[src/rtl/stack_op_sequencer.sv]
// Operand-stack initiator: pops operands, runs the 8-bit ALU and pushes the result,
// keeping a shadow occupancy count so that underflow, overflow and pop timeouts are reported.
module stack_op_sequencer #(
   parameter int WIDTH   = 8,
   parameter int DEPTH   = 256,
   parameter int TIMEOUT = 15
) (
   input  logic             clk_i,
   input  logic             reset_i,
   input  logic             cmd_valid_i,
   output logic             cmd_ready_o,
   input  logic [2:0]       cmd_op_i,
   input  logic [WIDTH-1:0] cmd_imm_i,
   output logic             st_push_o,
   output logic             st_pop_o,
   output logic [WIDTH-1:0] st_b_o,
   input  logic [WIDTH-1:0] st_out_i,
   input  logic             st_pop_done_i,
   output logic [WIDTH-1:0] result_o,
   output logic             done_o,
   output logic [1:0]       error_o,
   output logic [8:0]       depth_o
);

   localparam int CW = $clog2(TIMEOUT + 1);

   localparam logic [2:0] OP_PUSHI = 3'd0, OP_ADD = 3'd1, OP_SUB  = 3'd2, OP_AND  = 3'd3,
                          OP_OR    = 3'd4, OP_XOR = 3'd5, OP_DUP  = 3'd6, OP_DROP = 3'd7;

   localparam logic [1:0] ERR_OK = 2'd0, ERR_UNDER = 2'd1, ERR_OVER = 2'd2, ERR_TMO = 2'd3;

   typedef enum logic [3:0] {
      IDLE, POP_A, WAIT_A, POP_B, WAIT_B, EXEC, PUSH1, GAP, PUSH2, DONE
   } state_t;

   state_t           state_q;
   logic [2:0]       op_q;
   logic [WIDTH-1:0] imm_q, a_q, b_q, st_b_q, result_q;
   logic [CW-1:0]    cnt_q;
   logic [8:0]       depth_q;
   logic [1:0]       error_q;
   logic             cmd_ready_q, st_push_q, st_pop_q, done_q;

   logic [1:0]       need_d;
   logic             grow_d, under_d, over_d;
   logic [WIDTH-1:0] alu_d;

   always_comb begin
      need_d = 2'd2;
      grow_d = 1'b0;
      case (cmd_op_i)
         OP_PUSHI: begin need_d = 2'd0; grow_d = 1'b1; end
         OP_DUP:   begin need_d = 2'd1; grow_d = 1'b1; end
         OP_DROP:  need_d = 2'd1;
         default:  need_d = 2'd2;
      endcase
      under_d = {7'd0, need_d} > depth_q;
      over_d  = ({1'b0, depth_q} + {9'd0, grow_d}) > 10'(DEPTH);

      // B is the deeper operand, so SUB yields B-A
      case (op_q)
         OP_PUSHI: alu_d = imm_q;
         OP_ADD:   alu_d = b_q + a_q;
         OP_SUB:   alu_d = b_q - a_q;
         OP_AND:   alu_d = b_q & a_q;
         OP_OR:    alu_d = b_q | a_q;
         OP_XOR:   alu_d = b_q ^ a_q;
         default:  alu_d = a_q;
      endcase
   end

   always_ff @(posedge clk_i or posedge reset_i) begin
      if (reset_i) begin
         state_q     <= IDLE;
         op_q        <= OP_PUSHI;
         imm_q       <= '0;
         a_q         <= '0;
         b_q         <= '0;
         st_b_q      <= '0;
         result_q    <= '0;
         cnt_q       <= '0;
         depth_q     <= '0;
         error_q     <= ERR_OK;
         cmd_ready_q <= 1'b1;
         st_push_q   <= 1'b0;
         st_pop_q    <= 1'b0;
         done_q      <= 1'b0;
      end else begin
         st_push_q <= 1'b0;
         st_pop_q  <= 1'b0;
         done_q    <= 1'b0;
         case (state_q)
            IDLE: if (cmd_valid_i && cmd_ready_q) begin
               op_q        <= cmd_op_i;
               imm_q       <= cmd_imm_i;
               cmd_ready_q <= 1'b0;
               if (under_d) begin
                  state_q <= DONE; done_q <= 1'b1; error_q <= ERR_UNDER;
               end else if (over_d) begin
                  state_q <= DONE; done_q <= 1'b1; error_q <= ERR_OVER;
               end else if (cmd_op_i == OP_PUSHI) begin
                  state_q <= EXEC;
               end else begin
                  state_q  <= POP_A;
                  st_pop_q <= 1'b1;
                  depth_q  <= depth_q - 9'd1;
               end
            end
            POP_A: begin
               state_q <= WAIT_A;
               cnt_q   <= '0;
            end
            WAIT_A: begin
               if (st_pop_done_i) begin
                  a_q <= st_out_i;
                  if (op_q == OP_DUP) begin
                     state_q <= EXEC;
                  end else if (op_q == OP_DROP) begin
                     result_q <= st_out_i;
                     state_q  <= DONE; done_q <= 1'b1; error_q <= ERR_OK;
                  end else begin
                     state_q  <= POP_B;
                     st_pop_q <= 1'b1;
                     depth_q  <= depth_q - 9'd1;
                  end
               end else if (cnt_q == CW'(TIMEOUT - 1)) begin
                  state_q <= DONE; done_q <= 1'b1; error_q <= ERR_TMO;
               end else begin
                  cnt_q <= cnt_q + 1'b1;
               end
            end
            POP_B: begin
               state_q <= WAIT_B;
               cnt_q   <= '0;
            end
            WAIT_B: begin
               if (st_pop_done_i) begin
                  b_q     <= st_out_i;
                  state_q <= EXEC;
               end else if (cnt_q == CW'(TIMEOUT - 1)) begin
                  state_q <= DONE; done_q <= 1'b1; error_q <= ERR_TMO;
               end else begin
                  cnt_q <= cnt_q + 1'b1;
               end
            end
            EXEC: begin
               state_q   <= PUSH1;
               st_push_q <= 1'b1;
               st_b_q    <= alu_d;
               result_q  <= alu_d;
               depth_q   <= depth_q + 9'd1;
            end
            PUSH1: begin
               if (op_q == OP_DUP) begin
                  state_q <= GAP;
               end else begin
                  state_q <= DONE; done_q <= 1'b1; error_q <= ERR_OK;
               end
            end
            // st_b still holds the duplicated value for the second push
            GAP: begin
               state_q   <= PUSH2;
               st_push_q <= 1'b1;
               depth_q   <= depth_q + 9'd1;
            end
            PUSH2: begin
               state_q <= DONE; done_q <= 1'b1; error_q <= ERR_OK;
            end
            DONE: begin
               state_q     <= IDLE;
               cmd_ready_q <= 1'b1;
            end
            default: begin
               state_q     <= IDLE;
               cmd_ready_q <= 1'b1;
            end
         endcase
      end
   end

   assign cmd_ready_o = cmd_ready_q;
   assign st_push_o   = st_push_q;
   assign st_pop_o    = st_pop_q;
   assign st_b_o      = st_b_q;
   assign result_o    = result_q;
   assign done_o      = done_q;
   assign error_o     = error_q;
   assign depth_o     = depth_q;

endmodule

[config.mk]
export PLATFORM = sky130hd
export DESIGN_NAME = stack_op_sequencer
export DESIGN_NICKNAME = d
export VERILOG_FILES = /design/src/rtl/stack_op_sequencer.sv
export SDC_FILE = /design/constraint.sdc
export NUM_CORES = 1
export LEC_CHECK = 0
export CAP_MARGIN = 20
export CELL_PAD_IN_SITES_DETAIL_PLACEMENT = 1
export CELL_PAD_IN_SITES_GLOBAL_PLACEMENT = 2
export CORE_MARGIN = 2
export CORE_UTILIZATION = 35
export CTS_CLUSTER_DIAMETER = 40
export DETAILED_ROUTE_END_ITERATION = 10
export PLACE_DENSITY = 0.86
export SLEW_MARGIN = 20
export SYNTH_ARGS = -nofsm -noshare
export SYNTH_HDL_FRONTEND = slang
export SYNTH_SLANG_ARGS = --single-unit
[constraint.sdc]
create_clock -name clk_i -period 3.7 [get_ports clk_i]
set_input_delay 0.555 -clock clk_i [delete_from_list [all_inputs] [get_ports clk_i]]
set_output_delay 0.555 -clock clk_i [all_outputs]
set_load 0.05 [all_outputs]
======== After elaboration in Yosys (flattened, before gate mapping) ========
Index checks and enable logic that the tools add are counted.
cells by class
  add/sub/neg operators ................... 6
  magnitude comparators ................... 2
  equality and inequality tests ........... 33
  multiplexer cells ....................... 60
  bitwise logic cells ..................... 4
  reductions and logical operators ........ 22
operators with widths
  cell                 count
  $mux 9               7
  $pmux 8 s6           1
  $mux 4               11
  $pmux 4 s9           1
  $pmux 9 s3           1
  $mux 8               3
  $ne 2x2->1 const B   12
  $mux 1               19
  $eq 3x3->1 const B   6
  $mux 2               9
  $eq 4x3->1 const B   4
  $pmux 8 s2           1
  $add 9x1->10         1
  $gt 10x9->1 const B  1
  $pmux 2 s5           1
  $reduce_or 2->1      5
  $add 9x1->9 const B  1
  $gt 2x9->1           1
  $ne 3x3->1 const B   3
  $sub 9x1->9 const B  1
  $add 8x8->8          1
  $and 8x8->8          1
  $eq 4x2->1 const B   2
  $eq 4x4->1 const B   2
  25 further kinds     32
word-level totals
  register bits after elaboration ......... 66
  input bits .............................. 23
  output and inout bits ................... 31
  logic and storage cells ................. 141

======== Logic depth before layout (Yosys ltp) ========
Gate-level depths: netlist of run 1.
  depth in word-level cells ............... 9
  gate-level depth with buffers ........... 13
  depth with buffers taken out ............ 12

======== Worst setup path after synthesis of run 1 ========
OpenSTA, ideal clock, no wires.
  path kind ............................... reg2reg
  start ................................... reg op_q[2]
  end ..................................... reg st_b_q[7] (netlist: st_b_o[7])
  setup time .............................. 135 ps
  arrival time ............................ 2738 ps
  required time ........................... 3565 ps
  setup slack ............................. 827 ps
  cell stages (with the launch flop) ...... 14
  buffers on the path ..................... 1
  period minus slack after synthesis ...... 2873 ps
  path through ............................ dfrtp_1 nor2b_1 nor2b_1 clkbuf_1 mux2_2 inv_1 ha_1 nor2b_1 o21ai_0 a21oi_1 a311oi_1 xnor2_1 a221oi_1 nor3_1
between the ends
  longest elaborated chain between the ends .. 2
  elaborated cells between the ends (all ways) .. 7
  those cells by class .................... eq/ne: 5; mux: 1; reduce/logical: 1
ends and longest elaborated chain
  item                                      RTL line  RTL
  from (decl)                               37        logic [2:0] op_q;
  from (signal assigned)                    94        op_q <= cmd_op_i;
  $eq 3x3->1, or another cell as far along  61        case (op_q)
  $pmux 8 s6 *                              61
  to (signal assigned)                      149       st_b_q <= alu_d;
  to (decl)                                 38        logic [WIDTH-1:0] imm_q, a_q, b_q, st_b_q, result_q;
Mark *: on every way between the ends. The rest lies on a longest branch, timed or not.
A chain may end at the register's enable or synchronous reset.

======== Final worst setup path of run 1 ========
Ends and elaborated chain as after synthesis.

==> impl_summary.md, run 1 <==
Clock tree
The post-CTS setup buffer count is 0. The clock tree from TritonCTS is done. The H-tree level count is 3. The hold buffer count at CTS is 0. The cell sitting at the root of the clock tree is a sky130_fd_sc_hd__clkbuf_16. Once the clock tree was built, the resizer swapped 0 gates to a different size. The count of clock tree sinks is 66.

The total clock buffers created by CTS is 9. The clock passes through at most 2 buffers. Clock-pin slew was measured on the worst setup and hold paths at 0.06 ns. Clock latency on the worst-skew pair, taken at its later pin, is 0.35 ns.

Floorplan
The initial utilization of the core area, before any placement, comes to 0.357. The floorplan step defined a die boundary enclosing roughly 0.014 mm^2. The die is approximately 120 um wide.

The initialized floorplan defines 41 standard-cell rows. After floorplanning, the core was sized to cover ~0.013 mm^2. The die height is 117 um. In this run the count of I/O pins placed on the die edge is 54.

Global routing
The number of global-route vias before repair is 4285. The aggregate global routing overflow is 0. The global-route wire length before repair is 21700 um. The global-route usage over all layers is 0.197. The pin count of the biggest net entering global routing is 31. The initial antenna violation count is 0.

Route
After detailed routing, the average wire length per cell comes to 17.9 um. The post-route antenna net violation count is 0. Dividing the detail-routed via count by the number of cells gives ~5.4. The wire length reported by the detailed router is 12800 um. The first-iteration detailed-routing DRC count is 115. In the routed design, unresolved DRC markers number 0. The via count is around 3800. The pre-antenna-repair detailed-routing pass consisted of 5 iterations.

Pwr
The switching part of the total power is 0.464. VDD sags by at most 0.000519 V. Of the total power, registers draw 0.233. The share of total power dissipated in combinational logic is 0.608.

The clock network fraction of design power is 0.159. The switching power is 2.86 mW. Dividing total power by cell area gives a power density of 1100 mW/mm^2.

The internal power of the cells totals around 3.3 mW. In this run the static leakage power is 2.43 nW.

Timing
The total count of hold-check failures in the final report is 0. The worst slew margin relative to its limit is 0.460. The clock skew is 0.00864 ns. The setup TNS is 0 ns. At the pin with the least slew margin, the transition time is 0.810 ns.

The fmax is 304 MHz. Setup repair after global routing left no endpoint under its margin. The share of the clock period used by the worst path after layout is 0.889.

The routed design could run at a clock period as short as ~3.3 ns. In the post-route analysis, the smallest setup slack over all paths is a little over 0.4 ns. The final setup violation count is 0. The number of pins with negative max-slew slack in the final report is 0.

Placement
The HPWL after detailed placement is roughly 9700 um. The number of buffers added on ports is 53. The pre-CTS setup slack is about 0.19 ns.

At the end of routability-driven placement, the weighted congestion stood at between 0.7 and 0.8.

Setup path
The critical path is of the register to register type. For flop-to-flop paths, the worst setup slack is 0.41 ns. The largest stage delay on the critical path is 0.42 ns. For this design, the slowest cell found on the critical path is sky130_fd_sc_hd__a311oi_1.

Traced cell by cell, the critical path runs through nor2b_1, nor2b_1, mux2_2, inv_1, ha_1, nor2b_1, o21ai_0, a21oi_1, a311oi_1, xnor2_1, a221oi_1, nor3_1. Measured in cells, the most critical reg-to-reg path has a length of 12. At the worst endpoint, the required time is 3.91 ns. In this design, the critical path's most frequently occurring cell is sky130_fd_sc_hd__nor2b_1.

The critical path ends at st_b_o[7]. The worst setup path is captured at a register. Data on the critical path arrives at its endpoint at 3.50 ns. The worst register-to-register path begins at op_q[2]. The launching instance or port of the critical path is op_q[2]. The biggest fanout along the worst timing path is 3. STA classifies the critical path startpoint as a register. The endpoint of the lowest-slack register-to-register path is st_b_o[7].

Run status
The run finished with clean final reports.

Synth
Of all flip-flops after synthesis, the portion carrying an async set or reset was 1.00. The portion of synthesized area spent on multiplexers is 0.102. The simple-gate share of the synthesized area is 0.155. The post-synthesis area per instance is 9.27 um^2. Synthesis produced a netlist with a net count of 548. The synthesis warning total is 0. Counting flops and latches in the post-synthesis netlist gives 66. The total standard cell area after synthesis is 0.00451 mm^2.

Of the total synthesized cell area, the portion taken by XOR and XNOR cells is 0.0466. The adder-cell area share of the yosys netlist is 0.112. The largest family of logic cells by synthesized area is compound AO/OA/AOI/OAI gates. The number of distinct library cells after synthesis is 59.

The fraction of the mapped netlist area in compound gates is 0.168. For this run, the register share of the synthesized area comes to 0.367. The number of enable flip-flop cells after synthesis is 0. Synthesis produced between 400 and 500 cells.

The main flop type after synthesis is sky130_fd_sc_hd__dfrtp_1.

Worst hold path
The kind of path behind the tightest hold check is primary input to asynchronous set/reset pin.

Job
The tool flagged a number of max-cap violations equal to 0.

Final layout
The fraction of final layout cells with drive strength greater than 1 is 0.134. The number of antenna diodes in the final layout is 0. The number of nets in the layout is 602.

Compared with the post-synthesis result, the final layout area differs by 24.1%.
layout make-up:
cell class              count  area, um^2
flip-flops and latches     66        1650
clock inverters             6         105
multi-input cells         364        2630
inverters                  31         116
clock buffers              10         229
fillers                  1478        7030
repair buffers             68         643
well taps                 172         215
power by group through the flow:
stage / clock (mW) / sequential [mW] / combinational [mW]
after floorplan: 0 / 1.87 / 2.23
after global routing: 1.03 / 1.49 / 4.13
after detailed placement: 0 / 1.45 / 3.74
final: 0.979 / 1.44 / 3.75
after global placement: 0 / 1.43 / 3.58
after CTS: 1.01 / 1.44 / 3.78
registers in the layout, indices dropped and copies added, names as in the netlist:
| name | flops |
|---|---|
| imm_q | 8 |
| a_q | 8 |
| cnt_q | 4 |
| st_b_o | 8 |
| done_o | 1 |
| cmd_ready_o | 1 |
| error_o | 2 |
| st_push_o | 1 |
| depth_o | 9 |
| st_pop_o | 1 |
| state_q | 4 |
| result_o | 8 |
| b_q | 8 |
| op_q | 3 |
metrics by stage:
step           power (mW)  cell area [um^2]  instances  utilization  hold slack, ns
6_report             6.16              5590        717        0.443           0.459
5_1_grt              6.66              5590        717        0.443           0.487
4_1_cts              6.23              5590        717        0.443           0.460
3_5_place_dp         5.20              5260        701        0.417           0.465
3_3_place_gp         5.01              5260        701        0.417           0.461
2_1_floorplan        4.11              4510        486            -           0.480
worst min path at each step:
stage          slack, ns  cells after the start         end
3_3_place_gp        0.46                      1   st_b_o[5]
2_1_floorplan       0.48                      1    imm_q[3]
4_1_cts             0.46                      2  depth_o[0]
3_5_place_dp        0.47                      1   st_b_o[5]
6_report            0.46                      2  depth_o[0]
5_1_grt             0.49                      1   st_b_o[5]
per-layer routing:
metal,wire (um),track usage,vias up
met2,6890,0.358,68
met5,0,0,-
met1,5270,0.227,1922
met4,283,0.0670,0
li1,-,-,1826
met3,395,0.0436,21
Yosys cell counts, drive strengths merged (4+ instances only):
master  number  area share
nor2b       13       0.018
ha          37        0.10
xnor2       16       0.031
a21o         5      0.0083
nand2       31       0.026
o21bai       4      0.0067
nand4        4      0.0056
o21ai       30       0.033
and2         5      0.0069
inv         31       0.026
mux2        34       0.089
mux2i        6       0.013
or3          4      0.0056
o22a         4      0.0078
xor2         8       0.016
buf          7      0.0083
nor3        11       0.012
nand3        6      0.0067
a221oi       7       0.015
o21a         4      0.0067
a21oi       32       0.036
a31oi       12       0.017
nand2b       5      0.0069
clkbuf      18       0.015
dfrtp       65        0.36
nor2        45       0.037
or2          5      0.0069
layout by cell type, fill, tap and decap left out, types with 16 or more instances in the layout:
| cell | Yosys | layout |
|---|---|---|
| sky130_fd_sc_hd__mux2_2 | 29 | 29 |
| sky130_fd_sc_hd__a21oi_1 | 32 | 32 |
| sky130_fd_sc_hd__inv_1 | 31 | 30 |
| sky130_fd_sc_hd__nand2_1 | 30 | 30 |
| sky130_fd_sc_hd__xnor2_1 | 16 | 16 |
| sky130_fd_sc_hd__nor2_1 | 45 | 45 |
| sky130_fd_sc_hd__clkdlybuf4s50_1 | 0 | 53 |
| sky130_fd_sc_hd__ha_1 | 37 | 37 |
| sky130_fd_sc_hd__o21ai_0 | 29 | 29 |
| sky130_fd_sc_hd__dfrtp_1 | 65 | 65 |
critical path, delay by kind of cell (launching register included):
family,cells,cell delay [ns]
adders and majority gates,1,0.21
DFF,1,0.38
AOI/OAI and AO/OA,4,1.26
muxes,1,0.39
and+or+nand+nor,4,0.75
xor gates and xnor gates,1,0.11
buffers and inverters,1,0.07
cells by family after synthesis:
logic type | Yosys count
XOR/XNOR | 24
adder cells (fa/ha/maj) | 39
buffers and inverters | 56
AO/OA/AOI/OAI | 119
AND/OR/NAND/NOR | 142
multiplexers | 40
flip-flops | 66
Power figures use the tool's default switching activity.
==> run 2: changes to the inputs <==
- CAP_MARGIN: 20 -> unset
==> results of run 2 <==
No change in the layout: final DEF, timing and power equal those of run 1.
==> run 3: changes to the inputs <==
- CORE_UTILIZATION: 35 -> 38
- PLACE_DENSITY: 0.86 -> 0.92
- clock period: 3.7 -> 4.1 ns (I/O delays scaled with it)
==> impl_summary.md, run 3 (synthesis results as in run 1) <==
Run status
Run status: finished, violations left (was completed). The checks that failed: design-rule violations.

Setup path
The family of cells with the greatest summed delay on the critical path is compound AO/OA/AOI/OAI gates (unchanged). The critical path required time was 4.29 ns (was 3.91 ns). The critical path's most frequent cell was sky130_fd_sc_hd__nor2b_1 (unchanged). The biggest fanout along the worst timing path is 5 (was 3). The capturing element type of the critical path was a register (unchanged). The largest stage delay on the critical path came to 0.42 ns (about the same). Cell-by-cell listing of the critical path: nor2b_1, nor2b_1, mux2_2, inv_1, ha_1, nor2b_1, o21ai_0, a21oi_1, a311oi_1, xnor2_1, a221oi_1, a311oi_1 (was nor2b_1, nor2b_1, mux2_2, inv_1, ha_1, nor2b_1, o21ai_0, a21oi_1, a311oi_1, xnor2_1, a221oi_1, nor3_1). The element type at the critical path start is a register (unchanged). The slowest library cell on the worst path is sky130_fd_sc_hd__mux2_2 (was sky130_fd_sc_hd__a311oi_1). The number of buffers and inverters on the critical path is 1 (unchanged).

The worst setup path category is register to register (unchanged). The worst endpoint data arrival time came to 3.51 ns (was 3.50 ns).

Global routing
The number of global-route vias before repair is 4159 (was 4285). The initial antenna violation count is 0 (unchanged). The pin count of the biggest net entering global routing is 44 (was 31).

The aggregate global routing overflow is 0 (unchanged). The global-route usage over all layers is 0.204 (was 0.197). The global-route wire length before repair is 20600 um (was 21700 um).

Timing
The measured slew at the worst slew-check pin is 0.955 ns (was 0.810 ns). Unrepaired setup endpoints after global routing: false (unchanged). The final setup violation count is 0 (unchanged). The worst slew margin relative to its limit came to 0.363 (was 0.460). The total count of hold-check failures in the final report was 0 (unchanged). The clock skew is 0.00733 ns (was 0.00864 ns).

The setup TNS is 0 ns (unchanged). The final worst-path setup slack is 0.775 ns (was 0.411 ns). The share of the clock period used by the worst path after layout came to 0.811 (was 0.889).

The time the worst path needs with I/O delays and setup is 3.32 ns (was 3.29 ns). The final worst hold slack was 0.480 ns (was 0.459 ns). The number of pins with negative max-slew slack in the final report is 0 (unchanged).

The fmax is 301 MHz (was 304 MHz).

Final layout
The post-route cell area is 0.00546 mm^2 (was 0.00559 mm^2). The number of nets in the layout is 596 (was 602). The number of filler instances in the final layout is 1338 (was 1478).

The fraction of final layout cells with drive strength greater than 1 is 0.126 (was 0.134). Highest-count cells in the layout ignoring fill and taps: sky130_fd_sc_hd__dfrtp_1 (65), sky130_fd_sc_hd__clkdlybuf4s50_1 (53), sky130_fd_sc_hd__nor2_1 (45) (unchanged). The number of flip-flops in the largest register came to 9 (unchanged). The number of inserted diodes is 0 (unchanged). The area growth from synthesis to layout is 21.2% (was 24.1%). The most common cell after layout, fill and taps aside is sky130_fd_sc_hd__dfrtp_1 (unchanged).

Route
The via count is 3825 (was 3837). The DRC violation count after routing was 3 (was 0). The wire length reported by the detailed router is 12400 um (was 12800 um). The average vias per placed instance is 5.61 (was 5.35). The number of detailed-route iterations in the first pass was 7 (was 5).

The first-iteration detailed-routing DRC count is 155 (was 115). The routed wirelength normalized by instance count is 18.2 um (was 17.9 um). The post-route antenna net violation count is 0 (unchanged).

Pwr
The maximum vdd ir drop is 0.000538 V (was 0.000519 V). The static leakage was 2.37 nW (was 2.43 nW). The power density normalized to cell area is 989 mW/mm^2 (was 1100 mW/mm^2).

Floorplan
The site row count came to 39 (was 41). The number of placed I/O pins came to 54 (unchanged). The die height was 113 um (was 117 um). The area of the die is 0.0127 mm^2 (was 0.0138 mm^2). The core region area was 0.0115 mm^2 (was 0.0126 mm^2).

The die width was 113 um (was 117 um). The starting density of the core is 0.391 (was 0.357).

Clock tree
The maximum buffer depth of the clock tree is 2 (unchanged). The H-tree level count was 3 (unchanged). The clock-pin transition on the worst setup and hold timing paths is 0.06 ns (about the same). The total clock buffers created by CTS is 9 (unchanged). The CTS root buffer is sky130_fd_sc_hd__clkbuf_16 (unchanged). The hold buffer count at CTS is 0 (unchanged). The post-CTS setup buffer count was 0 (unchanged). The clock insertion delay at the later pin of the skew report is 0.35 ns (about the same).

The clock tree from TritonCTS is done (unchanged). The count of clock tree sinks is 66 (unchanged). The post-cts gate resize count is 0 (unchanged).

Placement
The cell area after placement is 0.00518 mm^2 (was 0.00526 mm^2). The post-detailed-placement half-perimeter wirelength is 9140 um (was 9660 um). The number of buffers added on ports is 53 (unchanged).

The pre-CTS setup slack is 0.452 ns (was 0.189 ns). The final weighted congestion in routability-driven placement is 0.852 (was 0.797).

Job
The number of maximum-capacitance constraint violations is 0 (unchanged).

Worst hold path
The kind of path behind the tightest hold check is register to register (was primary input to asynchronous set/reset pin).
-- run 3: changes by cell type in the layout (fill, tap and decap cells not counted), sizes merged --
cell,change
clkinv,-2
clkinvlp,+2
inv,+4
bufinv,-3
clkbuf,-1
buf,-6
-- run 3: path summary, 6_finish.rpt --
kind,start,endpoint,slack (ns),cells past startpoint
min in group asynchronous,reset_i,imm_q[3],0.80,2
hold reg to reg,st_b_o[1],st_b_o[1],0.48,2
setup reg to reg,op_q[2],result_o[7],0.78,12
max in group asynchronous,reset_i,a_q[2],2.43,3
setup / recovery,op_q[2],result_o[7],0.78,12
hold / removal,st_b_o[1],st_b_o[1],0.48,2
-- run 3: tightest hold or removal path, cell delays in order, from the launching register on --
cell,delay [ns]
sky130_fd_sc_hd__dfrtp_1,0.34
sky130_fd_sc_hd__nand2_1,0.05
sky130_fd_sc_hd__nand2_1,0.06
-- run 3: power breakdown --
| part | switching (mW) | total (mW) | internal [mW] | leakage, nW |
|---|---|---|---|---|
| clock | 0.322 | 0.740 | 0.418 | 0.133 |
| combinational | 1.94 | 3.36 | 1.42 | 1.43 |
| sequential | 0.350 | 1.31 | 0.958 | 0.809 |
| total | 2.61 | 5.40 | 2.79 | 2.37 |
-- run 3: area by class of cell --
class / instances / area [um^2] / share of cell area
clock buffers: 9 / 225 / 0.0412
clock inverters: 7 / 58.8 / 0.0108
inverters: 31 / 116 / 0.0213
multi-input cells: 364 / 2630 / 0.482
flip-flops and latches: 66 / 1650 / 0.303
well taps: 143 / 179 / 0.0328
repair buffers: 62 / 598 / 0.109
-- run 3: layer usage --
| layer | vias to the layer above | global-route usage | wire length [um] |
|---|---|---|---|
| li1 | 1821 | - | - |
| met1 | 1913 | 0.240 | 5360 |
| met2 | 71 | 0.368 | 6410 |
| met3 | 20 | 0.0370 | 360 |
| met4 | 0 | 0.0837 | 284 |
| met5 | - | 0 | 0 |
-- run 3: metrics by stage --
step / instances / utilization / power (mW)
floorplan: 486 / - / 3.71
global placement: 666 / 0.450 / 4.51
detailed placement: 666 / 0.450 / 4.67
CTS: 682 / 0.474 / 5.45
global route: 682 / 0.474 / 5.84
finish: 682 / 0.474 / 5.40
